<file path="src/rtl/layer3_pkg.sv">
// layer3_pkg: shared sizes, widths and FSM states for the layer-3 feeder
package layer3_pkg;
  localparam int N_IN  = 256;
  localparam int N_OUT = 120;
  localparam int ACT_W = 18;
  localparam int WGT_W = 16;
  localparam int OUT_W = 16;
  localparam int I_W   = $clog2(N_IN);
  localparam int N_W   = $clog2(N_OUT);
  localparam int WA_W  = $clog2(N_IN * N_OUT);
  typedef enum logic [2:0] {IDLE, CLEAR, STREAM, WAIT1, WAIT2} state_t;
endpackage

</file>
<file path="src/rtl/layer3_feeder_if.sv">
// layer3_feeder_if: memory read ports and PE ena/finish bus of the layer-3 feeder
interface layer3_feeder_if;
  import layer3_pkg::*;
  logic [I_W-1:0]            act_addr;
  logic [WA_W-1:0]           w_addr;
  logic [N_W-1:0]            bias_addr;
  logic signed [ACT_W-1:0]   act_rdata, pe_din1;
  logic signed [WGT_W-1:0]   w_rdata, bias_rdata, pe_din2, pe_bias;
  logic signed [OUT_W-1:0]   pe_dout;
  logic                      pe_reset, pe_ena, pe_finish;
  modport master (
    output act_addr, w_addr, bias_addr, pe_reset, pe_ena, pe_din1, pe_din2, pe_bias,
    input  act_rdata, w_rdata, bias_rdata, pe_dout, pe_finish
  );
  modport slave (
    input  act_addr, w_addr, bias_addr, pe_reset, pe_ena, pe_din1, pe_din2, pe_bias,
    output act_rdata, w_rdata, bias_rdata, pe_dout, pe_finish
  );
endinterface

</file>
<file path="src/rtl/layer3_addr_gen.sv">
// layer3_addr_gen: neuron/input counters, weight address and delayed issue flag (pe_ena)
module layer3_addr_gen
  import layer3_pkg::*;
#(
  parameter int N_NEURON = N_OUT
) (
  input  logic            clk,
  input  logic            reset,
  input  logic            idle,
  input  logic            stream,
  input  logic            adv,
  output logic [I_W-1:0]  i,
  output logic [N_W-1:0]  neuron,
  output logic [WA_W-1:0] w_addr,
  output logic            ena,
  output logic            last_i,
  output logic            last_n
);
  always_ff @(posedge clk) begin
    if (!reset) begin
      i      <= '0;
      neuron <= '0;
      ena    <= 1'b0;
    end else begin
      i      <= stream ? i + 1'b1 : '0;
      neuron <= idle ? '0 : adv ? neuron + 1'b1 : neuron;
      ena    <= stream;
    end
  end
  assign w_addr = WA_W'(neuron) * WA_W'(N_IN) + WA_W'(i);
  assign last_i = i == I_W'(N_IN - 1);
  assign last_n = neuron == N_W'(N_NEURON - 1);
endmodule

</file>
<file path="src/rtl/layer3_feeder.sv">
// layer3_feeder: sequences per-neuron activation/weight streaming into the layer-3 PE
module layer3_feeder
  import layer3_pkg::*;
#(
  parameter int N_NEURON = N_OUT
) (
  input  logic                    clk,
  input  logic                    reset,
  input  logic                    start,
  output logic                    busy,
  output logic                    done,
  output logic                    out_valid,
  output logic [N_W-1:0]          out_idx,
  output logic signed [OUT_W-1:0] out_data,
  layer3_feeder_if.master         bus
);
  state_t         state, state_n;
  logic [I_W-1:0] i;
  logic [N_W-1:0] neuron;
  logic           last_i, last_n, cap;
  // only the first finish cycle carries a valid result; leaving WAIT2 enforces that
  assign cap = state == WAIT2 && bus.pe_finish;
  layer3_addr_gen #(.N_NEURON(N_NEURON)) u_addr (
    .clk    (clk),
    .reset  (reset),
    .idle   (state == IDLE),
    .stream (state == STREAM),
    .adv    (cap && !last_n),
    .i      (i),
    .neuron (neuron),
    .w_addr (bus.w_addr),
    .ena    (bus.pe_ena),
    .last_i (last_i),
    .last_n (last_n)
  );
  always_ff @(posedge clk) begin
    if (!reset) begin
      state     <= IDLE;
      out_valid <= 1'b0;
      done      <= 1'b0;
      out_idx   <= '0;
      out_data  <= '0;
    end else begin
      state     <= state_n;
      out_valid <= cap;
      done      <= cap && last_n;
      if (cap) begin
        out_idx  <= neuron;
        out_data <= bus.pe_dout;
      end
    end
  end
  always_comb begin
    state_n = state;
    case (state)
      IDLE:    state_n = start && !done ? CLEAR : IDLE;
      CLEAR:   state_n = STREAM;
      STREAM:  state_n = last_i ? WAIT1 : STREAM;
      WAIT1:   state_n = WAIT2;
      WAIT2:   state_n = !bus.pe_finish ? WAIT2 : last_n ? IDLE : CLEAR;
      default: state_n = IDLE;
    endcase
  end
  // done keeps busy high so a start in the done cycle is ignored
  assign busy          = state != IDLE || done;
  assign bus.act_addr  = i;
  assign bus.bias_addr = neuron;
  assign bus.pe_reset  = state == IDLE || state == CLEAR;
  assign bus.pe_din1   = bus.act_rdata;
  assign bus.pe_din2   = bus.w_rdata;
  assign bus.pe_bias   = bus.bias_rdata;
endmodule

</file>
<file path="src/flat_wrapper.sv">
// flat-port wrapper written by rule: the top's interface ports become plain ports
module layer3_feeder_flat import layer3_pkg::*;
#(
  parameter int N_NEURON = N_OUT
)
  (clk, reset, start, busy, done, out_valid, out_idx, out_data, bus_act_addr, bus_w_addr, bus_bias_addr, bus_pe_reset, bus_pe_ena, bus_pe_din1, bus_pe_din2, bus_pe_bias, bus_act_rdata, bus_w_rdata, bus_bias_rdata, bus_pe_dout, bus_pe_finish);
  layer3_feeder_if bus_i ();
  input  logic clk;
  input  logic reset;
  input  logic start;
  output logic busy;
  output logic done;
  output logic out_valid;
  output logic [N_W-1:0] out_idx;
  output logic signed [OUT_W-1:0] out_data;
  output wire logic [$bits(bus_i.act_addr)-1:0] bus_act_addr;
  output wire logic [$bits(bus_i.w_addr)-1:0] bus_w_addr;
  output wire logic [$bits(bus_i.bias_addr)-1:0] bus_bias_addr;
  output wire logic [$bits(bus_i.pe_reset)-1:0] bus_pe_reset;
  output wire logic [$bits(bus_i.pe_ena)-1:0] bus_pe_ena;
  output wire logic [$bits(bus_i.pe_din1)-1:0] bus_pe_din1;
  output wire logic [$bits(bus_i.pe_din2)-1:0] bus_pe_din2;
  output wire logic [$bits(bus_i.pe_bias)-1:0] bus_pe_bias;
  input wire logic [$bits(bus_i.act_rdata)-1:0] bus_act_rdata;
  input wire logic [$bits(bus_i.w_rdata)-1:0] bus_w_rdata;
  input wire logic [$bits(bus_i.bias_rdata)-1:0] bus_bias_rdata;
  input wire logic [$bits(bus_i.pe_dout)-1:0] bus_pe_dout;
  input wire logic [$bits(bus_i.pe_finish)-1:0] bus_pe_finish;
  assign bus_act_addr = bus_i.act_addr;
  assign bus_w_addr = bus_i.w_addr;
  assign bus_bias_addr = bus_i.bias_addr;
  assign bus_pe_reset = bus_i.pe_reset;
  assign bus_pe_ena = bus_i.pe_ena;
  assign bus_pe_din1 = bus_i.pe_din1;
  assign bus_pe_din2 = bus_i.pe_din2;
  assign bus_pe_bias = bus_i.pe_bias;
  assign bus_i.act_rdata = bus_act_rdata;
  assign bus_i.w_rdata = bus_w_rdata;
  assign bus_i.bias_rdata = bus_bias_rdata;
  assign bus_i.pe_dout = bus_pe_dout;
  assign bus_i.pe_finish = bus_pe_finish;
  layer3_feeder #(.N_NEURON(N_NEURON)) u_core (.clk(clk), .reset(reset), .start(start), .busy(busy), .done(done), .out_valid(out_valid), .out_idx(out_idx), .out_data(out_data), .bus(bus_i));
endmodule
</file>
<file path="config.mk">
export PLATFORM = sky130hd
export DESIGN_NAME = layer3_feeder_flat
export DESIGN_NICKNAME = d
export VERILOG_FILES = /design/src/rtl/layer3_pkg.sv /design/src/rtl/layer3_feeder_if.sv /design/src/rtl/layer3_addr_gen.sv /design/src/rtl/layer3_feeder.sv /design/src/flat_wrapper.sv
export SDC_FILE = /design/constraint.sdc
export NUM_CORES = 1
export LEC_CHECK = 0
export CORE_MARGIN = 2
export CORE_UTILIZATION = 37
export CTS_BUF_LIST = sky130_fd_sc_hd__clkbuf_4 sky130_fd_sc_hd__clkbuf_8
export DETAILED_ROUTE_END_ITERATION = 7
export PLACE_DENSITY = 0.95
export SLEW_MARGIN = 0
export SYNTH_ARGS = -nofsm -noshare
export SYNTH_HDL_FRONTEND = slang
export SYNTH_SLANG_ARGS = --single-unit
</file>
<file path="constraint.sdc">
create_clock -name clk -period 3 [get_ports clk]
set_input_delay 0.9 -clock clk [delete_from_list [all_inputs] [get_ports clk]]
set_output_delay 0.9 -clock clk [all_outputs]
set_load 0.01 [all_outputs]
</file>
# Word level (Yosys, flattened, before mapping)
# Cells that the tools add are included.
dict set report totals {
  register_bits 44
  input_bits 70
}
dict set report classes {
  eq_ne 6
  n_addsub 3
  reduce_logical 12
  bitwise 1
  n_mux 5
}
# op count
set ops {}
lappend ops {{$add A15 B8 Y15} 1}
lappend ops {{$pmux W3 S5} 1}
lappend ops {{$add A8 B1 Y8 const B} 1}
lappend ops {{$eq A8 B8 Y1 const B} 1}
lappend ops {{$add A7 B1 Y7 const B} 1}
lappend ops {{$eq A7 B7 Y1 const B} 1}
lappend ops {{$eq A3 B2 Y1 const B} 2}
lappend ops {{$logic_and A1 B1 Y1} 4}
lappend ops {{$eq A3 B1 Y1 const B} 1}
lappend ops {{$eq A3 B3 Y1 const B} 1}
lappend ops {{$logic_not A3 Y1} 1}
lappend ops {{$mux W1} 3}
lappend ops {{$mux W3} 1}
lappend ops {{$reduce_bool A3 Y1} 1}
lappend ops {{$logic_not A1 Y1} 2}
lappend ops {{$logic_or A1 B1 Y1} 2}
lappend ops {{$reduce_and A2 Y1} 1}
lappend ops {{$reduce_or A2 Y1} 1}
lappend ops {{$not A1 Y1} 1}

# Depth between registers and ports, before layout
dict set report logic_depth {
  word_depth 4
  ltp_mapped 6
}

# Modules after synthesis
# Synthesis repeated with hierarchy kept, for this count alone.
dict set report hier_totals {
  cells_unflattened 261
  area_unflattened_um2 2366.0
}
# mod seq_area_each_um2 area_each_um2 instances cells_each
set by_module_without_submodules {}
lappend by_module_without_submodules {layer3_feeder 560.5 1616.6 1 176}
lappend by_module_without_submodules {layer3_addr_gen 320.3 749.5 1 85}

# Worst setup path before layout
# No wires, ideal clock.
dict set report synth_path {
  path_type {input port to output port}
  from {in bus_bias_rdata[0]}
  to {out bus_pe_bias[0]}
  required_time_ns 2.100
  arrival_time_ns 1.019
  path_buffers 1
  path_stages 1
  setup_slack_ns 1.081
  path_cell_list {buf_4}
}
# element line
set synth_lines {}
lappend synth_lines {{start, declared} flat_wrapper.sv:26} ;# input wire logic [$bits(bus_i.bias_rdata)-1:0] bus_bias_rdata;
lappend synth_lines {{end, declared} flat_wrapper.sv:23} ;# output wire logic [$bits(bus_i.pe_bias)-1:0] bus_pe_bias;
# No word-level cell between the ends.

# Worst setup path after layout
dict set report layout_path {
  from {reg u_core.state[0]}
  to {out busy}
}
dict set report layout_via {
  elab_chain_len 2
}
# element line
set layout_lines {}
lappend layout_lines {{start, declared} layer3_feeder.sv:17} ;# state_t state, state_n;
lappend layout_lines {{start signal, assigned} layer3_feeder.sv:44} ;# state <= state_n;
lappend layout_lines {{$reduce_bool A3 Y1} layer3_feeder.sv:65} ;# assign busy = state != IDLE || done;
lappend layout_lines {{$logic_or A1 B1 Y1} layer3_feeder.sv:65}
lappend layout_lines {{end, declared} flat_wrapper.sv:11} ;# output logic busy;
# No other way between the ends.

==> impl_metrics.csv <==
group,metric,value,unit
synthesis,yosys_warnings,0,
synthesis,syn_inst,258,
layout,drive_above_1_share,0.0556,
run_status,outcome,"finished clean",
critical_path,r2r_slack,1.30,ns
global_route,grt_pass1_vias,1485,
drt,drtIter0Drc,54,
drt,routedWlPerCell,12.9,microns
layout,fillCellCount,548,
pwr,p_leak,0.926,nW
place,place.gp.congestion,0.741,
synthesis,syn_avg_cell_area,8.59,sq um
drt,ant_nets,0,
floorplan,rows,28,
cts,cts_hold_buf,0,
drt,via_per_inst,4.75,
synthesis,synthesis.area,2220,sq um
timing,slew_headroom,0.425,
synthesis,synthArstFlopShare,0,
synthesis,ys_types,31,
synthesis,synth_common_cells,"buf_4 (68), nand2_1 (51), dfxtp_1 (44), a21boi_1 (23), nor2_1 (16)",
min_path,holdPathEnd,"u_core.out_data[3]",
critical_path,end_kind,"output pin",
drt,wl,4440,microns
timing,rsz0062_at_grt,"no",
critical_path,max_stage_delay,0.53,ns
critical_path,worst_ep_arrival_time,1.50,ns
layout,syn_to_final_growth,19.3,%
timing,setup_viol,0,
floorplan,pin_count,178,
place,hpwlAfterDp,3280,microns
synthesis,synth_edf_count,0,
timing,finalCritPeriodShare,0.800,
cts,cts_root_buf,"clkbuf_8",
min_path,hp-class,"flop to flop",
floorplan,die_h,81.4,microns
critical_path,r2r_end,"u_core.u_addr.neuron[1]",
timing,finalClockSkew,0.0114,ns
critical_path,start_kind,"flop",
synthesis,synthesis.nets,330,
global_route,track_usage,0.132,
pwr,ir_drop,191,uV
synthesis,yosysMostFrequentCell,"buf_4",
critical_path,crit_fanout,9,
min_path,hp-start,"u_core.out_data[3]",
place,place_ws,0.605,ns
global_route,grt_max_degree,24,
synthesis,ys_seq_area_frac,0.398,
synthesis,ys_ff_latch,44,
timing,worst_slack,0.601,ns
timing,fin_tns_setup,0,ns
timing,tightest_slew,0.855,ns
timing,finalCriticalPeriod,2.40,ns
cts,cts_tree,"yes",
layout,nets,341,
drt,drc,0,
timing,finalHoldViolCount,0,
critical_path,critical_path.top_delay_family,"buffers and inverters",
synthesis,synth_area_leader_cell,"dfxtp_1",
global_route,grt_overflow,0,
cts,clk_pin_slew,0.09,ns
floorplan,core,5850,sq um
place,port_buffers,77,
critical_path,r2r_start,"u_core.u_addr.neuron[0]",
timing,slew_violations,0,
cts,clockBufferDepth,2,
critical_path,crit_chain,"nor2_1 -> nand2_1 -> clkdlybuf4s50_1",
critical_path,reg2reg_depth,5,
floorplan,start_util,0.379,
cts,clkLatencyLatePin,0.29,ns
synthesis,ys.flop_type,"dfxtp_1",
floorplan,die_w,81.4,microns
run,max-cap-violations,0,
cts,cts_sinks,44,
timing,fmax,417,MHz
min_path,hold_depth,2,
global_route,antenna_found_initial,0,
critical_path,cp_slowest_cell,"clkdlybuf4s50_1",
critical_path,path_class,"flop to output pin",
cts,cts_buffers,5,
layout,num_antenna_cells,0,
critical_path,critPathBufInv,1,
cts,post_cts_buffers,0,
cts,cts_resized,0,
synthesis,synthTopCellsByArea,"dfxtp_1 (40%), buf_4 (23%), nand2_1 (8.6%)",
pwr,p_per_area,392,nW/um^2
synthesis,yosysTopAreaCellShare,0.398,
global_route,grt_first_pass_wirelength,6760,microns
layout,fin_util,0.452,
cts,cts_max_level,2,
drt,vias,1639,
floorplan,die-area,6620,sq um
drt,firstDrtPassIters,6,
critical_path,required,2.10,ns
worst max-delay path by stage:
stage,from,endpoint,cells after the start
global placement,bus_pe_finish,u_core.u_addr.neuron[1],5
floorplan,bus_bias_rdata[0],bus_pe_bias[0],1
CTS,u_core.state[1],busy,3
finish,u_core.state[0],busy,3
detailed placement,bus_pe_finish,u_core.u_addr.neuron[1],5
global route,u_core.state[0],busy,3
cells in the final DEF (no fill, tap or decap), types with 2 or more instances in the layout:
cell type	count
a21boi_1	23
a31oi_1	2
and3_1	5
buf_4	3
clkbuf_8	5
clkdlybuf4s50_1	77
clkinv_2	2
dfxtp_1	44
ha_1	2
inv_1	2
nand2_1	51
nand3_1	3
nand4_1	4
nor2_1	16
o211ai_1	2
xnor2_1	4
xor2_1	9
flip-flops by register name, summed over array words and instances, names as in the netlist:
name	count
u_core.out_data	16
u_core.u_addr.i	8
u_core.out_idx	7
u_core.u_addr.neuron	7
u_core.state	3
u_core.done	1
u_core.out_valid	1
u_core.u_addr.ena	1
layer usage:
metal,up-vias,wire (microns),global-route usage
met5,-,0,0
met4,0,85,0.0712
met3,16,339,0.0344
met2,76,2100,0.225
met1,758,1920,0.150
li1,789,-,-
power by group:
part | leakage [nW] | total (mW) | switching (mW) | internal [mW]
clock | 0.0479 | 0.361 | 0.199 | 0.162
sequential | 0.355 | 0.598 | 0.00841 | 0.589
combinational | 0.523 | 0.0778 | 0.0294 | 0.0484
through the flow:
step           hold WS (ns)  instance area [sq um]  power, mW  instances
3_5_place_dp          0.448                   2560      0.690        337
2_1_floorplan         0.479                   2220      0.713        258
3_3_place_gp          0.440                   2560      0.689        337
4_1_cts               0.460                   2640       1.05        345
5_1_grt               0.470                   2640       1.08        345
6_report              0.458                   2640       1.04        345
cell type report:
type	instances	area, sq um	share of cell area
clock buffer	5	68.8	0.0260
clock inverter	3	18.8	0.00710
inverter	3	11.3	0.00426
multi-input combinational	135	777	0.294
sequential	44	881	0.333
tap	75	93.8	0.0355
timing repair buffer	80	793	0.300
cell families after synthesis:
logic type / after synthesis / share of synthesized area
AO/OA/AOI/OAI: 30 / 0.0982
XOR/XNOR: 13 / 0.0514
adder cells (fa/ha/maj): 2 / 0.0113
buffers and inverters: 79 / 0.252
flip-flops: 44 / 0.398
multiplexers: 1 / 0.00452
AND/OR/NAND/NOR: 89 / 0.185
worst min-delay path: cells and delay by family (launching register included):
family	cells	cell delay, ns
flip-flops	1	0.31
AO/OA/AOI/OAI	1	0.05
AND/OR/NAND/NOR	1	0.05
Power figures use the tool's default switching activity.
